**src/rtl/csa_resolve_seq.sv**
```systemverilog
// csa_resolve_seq: serial carry-propagate resolve of a carry-save pair, SLICE bits per clock.
// Ports: clk, rst_n (async active-low); in_valid/in_ready with s_in[WIDTH-1:0] and c_in[WIDTH:0];
// out_valid/out_ready with result[WIDTH+1:0] = s_in + c_in.
// Optional: define CSA_RESOLVE_ZERO_EN to add the registered out_zero flag (result == 0).
module csa_resolve_seq #(
  parameter int WIDTH = 23,
  parameter int SLICE = 8
) (
  input  logic             clk,
  input  logic             rst_n,
  input  logic             in_valid,
  output logic             in_ready,
  input  logic [WIDTH-1:0] s_in,
  input  logic [WIDTH:0]   c_in,
  output logic             out_valid,
  input  logic             out_ready,
  output logic [WIDTH+1:0] result
`ifdef CSA_RESOLVE_ZERO_EN
  ,
  output logic             out_zero
`endif
);
  localparam int NS = (WIDTH + SLICE) / SLICE;
  localparam int PW = NS * SLICE;
  localparam int RW = WIDTH + 2;
  localparam int CW = NS > 1 ? $clog2(NS) : 1;
  localparam logic [PW:0] ONES = (PW+1)'({SLICE{1'b1}});
  typedef enum logic [1:0] {IDLE, ADD, DONE} state_t;
  state_t state, state_nx;
  logic [PW-1:0] s_reg, c_reg;
  logic [CW-1:0] cnt;
  logic          carry;
  logic          last;
  logic [SLICE:0] sum;
`ifdef CSA_RESOLVE_ZERO_EN
  logic nz;
`endif
  assign last = cnt == CW'(NS - 1);
  assign sum  = {1'b0, s_reg[cnt*SLICE +: SLICE]} + {1'b0, c_reg[cnt*SLICE +: SLICE]} + (SLICE+1)'(carry);
  always_ff @(posedge clk or negedge rst_n)
    if (!rst_n) state <= IDLE;
    else state <= state_nx;
  always_comb begin
    in_ready  = state == IDLE;
    out_valid = state == DONE;
    state_nx  = state == IDLE ? (in_valid ? ADD : IDLE) :
                state == ADD  ? (last ? DONE : ADD) :
                                (out_ready ? IDLE : DONE);
  end
  // Slices land in place through a shifted mask; padding bits above result are dropped by the casts.
  always_ff @(posedge clk or negedge rst_n)
    if (!rst_n) begin
      s_reg  <= '0;
      c_reg  <= '0;
      cnt    <= '0;
      carry  <= 1'b0;
      result <= '0;
`ifdef CSA_RESOLVE_ZERO_EN
      nz       <= 1'b0;
      out_zero <= 1'b0;
`endif
    end else if (state == IDLE && in_valid) begin
      s_reg <= PW'(s_in);
      c_reg <= PW'(c_in);
      cnt   <= '0;
      carry <= 1'b0;
`ifdef CSA_RESOLVE_ZERO_EN
      nz       <= 1'b0;
      out_zero <= 1'b0;
`endif
    end else if (state == ADD) begin
      result <= (result & ~RW'(ONES << (cnt*SLICE))) | RW'((PW+1)'(sum[SLICE-1:0]) << (cnt*SLICE));
      if (last && PW < RW) result[RW-1] <= sum[SLICE];
      carry <= sum[SLICE];
      cnt   <= cnt + CW'(1);
`ifdef CSA_RESOLVE_ZERO_EN
      nz <= nz | (|sum);
      if (last) out_zero <= ~(nz | (|sum));
`endif
    end
`ifdef CSA_RESOLVE_ZERO_EN
    else if (state == DONE && out_ready) out_zero <= 1'b0;
`endif
endmodule

```
**config.mk**
```make
export PLATFORM = sky130hd
export DESIGN_NAME = csa_resolve_seq
export DESIGN_NICKNAME = d
export VERILOG_FILES = /design/src/rtl/csa_resolve_seq.sv
export SDC_FILE = /design/constraint.sdc
export NUM_CORES = 1
export LEC_CHECK = 0
export ABC_AREA = 1
export CAP_MARGIN = 20
export CORE_MARGIN = 2
export CORE_UTILIZATION = 55
export DETAILED_ROUTE_END_ITERATION = 7
export PLACE_DENSITY = 0.85
export SLEW_MARGIN = 20
export SYNTH_ARGS = -nofsm -noshare
export SYNTH_HDL_FRONTEND = slang
export SYNTH_SLANG_ARGS = --single-unit
export TNS_END_PERCENT = 5
```
**constraint.sdc**
```tcl
create_clock -name clk -period 3.95 [get_ports clk]
set_input_delay 0.395 -clock clk [delete_from_list [all_inputs] [get_ports clk]]
set_output_delay 0.395 -clock clk [all_outputs]
set_load 0.01 [all_outputs]
```
Word level (Yosys, flattened, before mapping)

Cells that the tools add are included.

$add $sub $neg: 3
Eq/ne operators: 3
Shifts and indexed selects: 4
Mux-type cells: 10
Bitwise gates (word level): 4
Reductions and logical operators: 4

Operators with widths:

| cell                   | count |
|---|---|
| $shiftx A24 B6 Y8      | 2 |
| $and A25 B25 Y25       | 1 |
| $not A25 Y25           | 1 |
| $or A25 B25 Y25        | 1 |
| $shl A8 B5 Y25         | 1 |
| $shl A8 B5 Y25 const A | 1 |
| $mux W2                | 6 |
| $add A8 B8 Y9          | 1 |
| $add A9 B1 Y9          | 1 |
| $eq A2 B2 Y1 const B   | 2 |
| $mux W1                | 4 |
| $add A2 B1 Y2 const B  | 1 |
| $eq A2 B1 Y1 const B   | 1 |
| $logic_not A2 Y1       | 1 |
| $reduce_and A2 Y1      | 1 |
| $reduce_bool A2 Y1     | 1 |
| $logic_and A1 B1 Y1    | 1 |
| $not A1 Y1             | 1 |

Register bits after elaboration: 77
Output and inout port bits: 27

Depth between registers and ports, before layout

Word-level depth: 6
Depth in mapped cells: 16

Worst setup path after synthesis

No wires, ideal clock.

Path type: flip-flop to flip-flop
Start point: register cnt[0]
End point: register result[4]
Library setup time: 0.065 ns
Data arrival time: 2.265 ns
Data required time: 3.885 ns
Path slack: 1.620 ns
Stages on the path, launching flop included: 14
Cells stage by stage: dfrtp_1 clkbuf_1 o21ai_0 o21ai_0 fa_1 inv_1 fa_1 inv_1 nand2_1 nand2_1 and2_1 xor2_1 nand3_1 nand2_1

Cells in the longest elaborated chain, start to end: 5

RTL lines:

| what                            | line | RTL |
|---|---|---|
| from (decl)                     | 31   | `logic [CW-1:0] cnt;` |
| from (signal assigned)          | 75   | `cnt <= cnt + CW'(1);` |
| $shiftx A24 B6 Y8               | 39   | `assign sum = {1'b0, s_reg[cnt*SLICE +: SLICE]} + {1'b0, c_reg[cnt*SLICE +: SLICE]} + (SLICE+1)'(carry);` |
| $add A8 B8 Y9                   | 39   |  |
| $add A9 B1 Y9                   | 39   |  |
| $shl A8 B5 Y25                  | 72   | `result <= (result & ~RW'(ONES << (cnt*SLICE))) \| RW'((PW+1)'(sum[SLICE-1:0]) << (cnt*SLICE));` |
| $or A25 B25 Y25 (*)             | 72   |  |
| to (signal assigned)            | 72   |  |
| to (signal, indexed assignment) | 73   | `if (last && PW < RW) result[RW-1] <= sum[SLICE];` |
| to (decl)                       | 17   | `output logic [WIDTH+1:0] result` |

Every way passes the cells marked *; elsewhere a longest branch is shown, timed or not.
A chain may end at the register's enable or synchronous reset.

Final worst setup path

Start point: register cnt[0]
End point: register result[1]

Same word-level chain as after synthesis.

==> insert_results.sql <==
INSERT INTO impl_metrics (metric_group, metric, value, unit) VALUES
('status', 'status', 'completed', ''),
('place', 'gp_routability_congestion', '0.840', ''),
('routing', 'drt_first_pass_iters', '5', ''),
('critical_path', 'cp.arrival', '3.28', 'ns'),
('yosys', 'postSynthRegisterBits', '77', ''),
('sta', 'fin_hold_ws', '0.0354', 'ns'),
('yosys', 'yosys_warnings', '0', ''),
('critical_path', 'critical-path-slowest-cell', 'sky130_fd_sc_hd__dfrtp_1', ''),
('critical_path', 'r2r_cells', '8', ''),
('global_route', 'first_global_vias', '3129', ''),
('power', 'vdd_ir_drop_max', '0.000337', 'V'),
('yosys', 'syn-cell-area', '0.00373', 'mm^2'),
('routing', 'post-route-drc-count', '0', ''),
('yosys', 'net_count_synth', '529', ''),
('critical_path', 'critical_path.endpoint', 'result[1]$_DFFE_PN0P_', ''),
('yosys', 'synth_area_leader_cell', 'sky130_fd_sc_hd__dfrtp_1', ''),
('clocking', 'tritoncts_num_sinks', '77', ''),
('yosys', 'synthAdderAreaFrac', '4.76', '%'),
('yosys', 'synthTopCellsByArea', 'sky130_fd_sc_hd__dfrtp_1 (52%), sky130_fd_sc_hd__nand2_1 (23%), sky130_fd_sc_hd__o21ai_0 (5.6%)', ''),
('cells_and_area', 'number_of_diodes', '0', ''),
('power', 'power_density', '926', 'mW/mm^2'),
('yosys', 'synth_compound_gate_area_share', '8.19', '%'),
('yosys', 'synth_simple_gate_area_share', '29.9', '%'),
('clocking', 'cts_resized', '0', ''),
('critical_path', 'cpLargestDelayFamily', 'adder cells', ''),
('critical_path', 'regToRegSetupSlack', '0.94', 'ns'),
('floorplanning', 'dieHeight', '86.4', 'um'),
('clocking', 'worstSkewPairLatency', '0.36', 'ns'),
('critical_path', 'worstSetupStartpointType', 'flop', ''),
('yosys', 'synth_enable_flop_cells', '0', ''),
('sta', 'hold_violations', '0', ''),
('critical_path', 'worstSetupEndpointType', 'flop', ''),
('yosys', 'synth_xor_xnor_area_share', '0.704', '%'),
('cells_and_area', 'finalNetCount', '600', ''),
('floorplanning', 'initial_utilization', '55.8', '%'),
('routing', 'post_drt_via_cell_ratio', '5.32', ''),
('cells_and_area', 'largest_register_ffs', '25', ''),
('flow_run', 'timing.max_cap.violations', '0', ''),
('global_route', 'pin_count_of_the_biggest_net_entering_global_routing', '50', ''),
('global_route', 'grt_pass1_wl', '14200', 'um'),
('yosys', 'synthFlopType', 'sky130_fd_sc_hd__dfrtp_1', ''),
('sta', 'maxSlewViolCount', '0', ''),
('critical_path', 'timing.critical_path.cells', 'inv_2 -> nor2_1 -> o21ai_0 -> fa_1 -> inv_1 -> fa_1 -> or2_2 -> o21ai_0', ''),
('critical_path', 'critPathRequiredTime', '4.22', 'ns'),
('critical_path', 'crit_path_max_incr_delay', '0.78', 'ns'),
('routing', 'vias', '3300', ''),
('yosys', 'largest_family_of_logic_cells_by_synthesized_area', 'simple AND/OR/NAND/NOR gates', ''),
('critical_path', 'crit_path_start', 'cnt[0]$_DFFE_PN0P_', ''),
('clocking', 'tritoncts', 'done', ''),
('critical_path', 'r2r-end', 'result[1]$_DFFE_PN0P_', ''),
('yosys', 'post_synth_mux_area_share', '0', '%'),
('power', 'leakage_power_summed_over_all_cells', '2.37', 'nW'),
('critical_path', 'rr_startpoint', 'cnt[0]$_DFFE_PN0P_', ''),
('floorplanning', 'core_area', '0.00668', 'mm^2'),
('yosys', 'asyncSetResetFlopFracSynth', '100', '%'),
('place', 'i_o_buffers', '77', ''),
('yosys', 'syn_inst', '465', ''),
('sta', 'period_needed', '3.01', 'ns'),
('sta', 'slew-limit-headroom', '54.7', '%'),
('clocking', 'clock_root_buffer', 'sky130_fd_sc_hd__clkbuf_8', ''),
('sta', 'worst-slew-pin-transition', '0.678', 'ns'),
('global_route', 'globalRoute.totalOverflow', '0', ''),
('routing', 'drt_iter0_drc', '213', ''),
('floorplanning', 'core.rowCount', '30', ''),
('yosys', 'synth_top_cells_by_count', 'sky130_fd_sc_hd__nand2_1 (224), sky130_fd_sc_hd__dfrtp_1 (77), sky130_fd_sc_hd__o21ai_0 (42)', ''),
('clocking', 'cts_max_path_buffers', '2', ''),
('cells_and_area', 'areaGrowthSynthToFinish', '25.8', '%'),
('yosys', 'yosysUniqueCellTypes', '29', ''),
('sta', 'clock_skew_after_layout', '0.00713', 'ns'),
('cells_and_area', 'final_layout_size_suffix_gt1_share', '5.93', '%'),
('floorplanning', 'die_area', '0.00746', 'mm^2');
[area by class of cell]
cell class,instances,area (um^2)
Clock buffer,10,128
Clock inverter,5,52.6
Fill cell,538,1990
Inverter,21,78.8
Multi-Input combinational cell,348,1620
Sequential cell,77,1930
Tap cell,80,100
Timing Repair Buffer,79,783
[layout by cell type (no fill, tap or decap)]
| cell type | count |
|---|---|
| sky130_fd_sc_hd__a21oi_1 | 3 |
| sky130_fd_sc_hd__o21a_1 | 1 |
| sky130_fd_sc_hd__bufinv_16 | 1 |
| sky130_fd_sc_hd__clkbuf_1 | 1 |
| sky130_fd_sc_hd__nand3_1 | 13 |
| sky130_fd_sc_hd__inv_2 | 6 |
| sky130_fd_sc_hd__fa_1 | 2 |
| sky130_fd_sc_hd__clkinvlp_4 | 1 |
| sky130_fd_sc_hd__o31ai_1 | 1 |
| sky130_fd_sc_hd__ha_1 | 11 |
| sky130_fd_sc_hd__o31a_1 | 1 |
| sky130_fd_sc_hd__nand3b_1 | 2 |
| sky130_fd_sc_hd__and2_1 | 1 |
| sky130_fd_sc_hd__nand2_2 | 1 |
| sky130_fd_sc_hd__or2_1 | 4 |
| sky130_fd_sc_hd__nor2_2 | 2 |
| sky130_fd_sc_hd__o21ai_0 | 42 |
| sky130_fd_sc_hd__nor2_4 | 1 |
| sky130_fd_sc_hd__or2_2 | 3 |
| sky130_fd_sc_hd__dfrtp_1 | 77 |
| sky130_fd_sc_hd__clkinv_2 | 3 |
| sky130_fd_sc_hd__buf_4 | 3 |
| sky130_fd_sc_hd__nand4_1 | 5 |
| sky130_fd_sc_hd__clkbuf_8 | 9 |
| sky130_fd_sc_hd__a32oi_2 | 2 |
| sky130_fd_sc_hd__a22o_1 | 1 |
| sky130_fd_sc_hd__o21ai_1 | 3 |
| sky130_fd_sc_hd__nor2_1 | 22 |
| sky130_fd_sc_hd__nand2_1 | 224 |
| sky130_fd_sc_hd__xnor2_1 | 2 |
| sky130_fd_sc_hd__inv_1 | 15 |
| sky130_fd_sc_hd__xor2_1 | 1 |
| sky130_fd_sc_hd__clkdlybuf4s50_1 | 76 |
[metrics by stage]
stage	utilization, %	cells	worst slack (ns)	total power (W)	area, um^2
finish	70.2	620	0.941	0.00435	4690
global route	70.2	620	0.631	0.00474	4690
CTS	70.2	620	0.946	0.00434	4690
detailed placement	67.5	605	0.986	0.00376	4510
global placement	67.5	605	1.11	0.00365	4510
floorplan	-	465	1.62	0.00303	3730
[worst reg2reg max path: stages, from the launching register on]
cell	delay [ns]
sky130_fd_sc_hd__dfrtp_1	0.78
sky130_fd_sc_hd__inv_2	0.43
sky130_fd_sc_hd__nor2_1	0.17
sky130_fd_sc_hd__o21ai_0	0.13
sky130_fd_sc_hd__fa_1	0.42
sky130_fd_sc_hd__inv_1	0.09
sky130_fd_sc_hd__fa_1	0.44
sky130_fd_sc_hd__or2_2	0.30
sky130_fd_sc_hd__o21ai_0	0.16
[cell families after synthesis]
| family | count (synthesis) |
|---|---|
| simple gates | 278 |
| xor+xnor | 3 |
| fa+ha+maj | 13 |
| compound gates | 54 |
| flops | 77 |
| buf+inv | 40 |
[routing by layer]
metal | GRT usage (%) | wire [um] | vias up | share of wire, %
met5 | 0 | 0 | - | 0
met4 | 11.2 | 232 | 0 | 2.7
met3 | 3.71 | 397 | 21 | 4.7
met2 | 39.7 | 4110 | 119 | 48
met1 | 32.7 | 3770 | 1556 | 44
li1 | - | - | 1604 | -
[power breakdown]
group          switching [W]  total [W]  leakage, nW  internal [W]
Combinational        0.00140    0.00235         1.32      0.000950
Sequential          0.000259    0.00143        0.961       0.00117
Clock               0.000281   0.000567       0.0919      0.000285
[worst min path at each step]
stage | startpoint | to | slack (ns) | cells after the start
floorplan | rst_n | c_reg[0]$_DFFE_PN0P_ | 0.1 | 0
global placement | s_reg[0]$_DFFE_PN0P_ | s_reg[0]$_DFFE_PN0P_ | 0.46 | 2
detailed placement | s_reg[6]$_DFFE_PN0P_ | s_reg[6]$_DFFE_PN0P_ | 0.46 | 2
CTS | rst_n | result[13]$_DFFE_PN0P_ | 0.25 | 1
global route | rst_n | result[15]$_DFFE_PN0P_ | 0.09 | 1
finish | rst_n | result[13]$_DFFE_PN0P_ | 0.04 | 1
No activity file was read; power rests on OpenSTA's default activity.
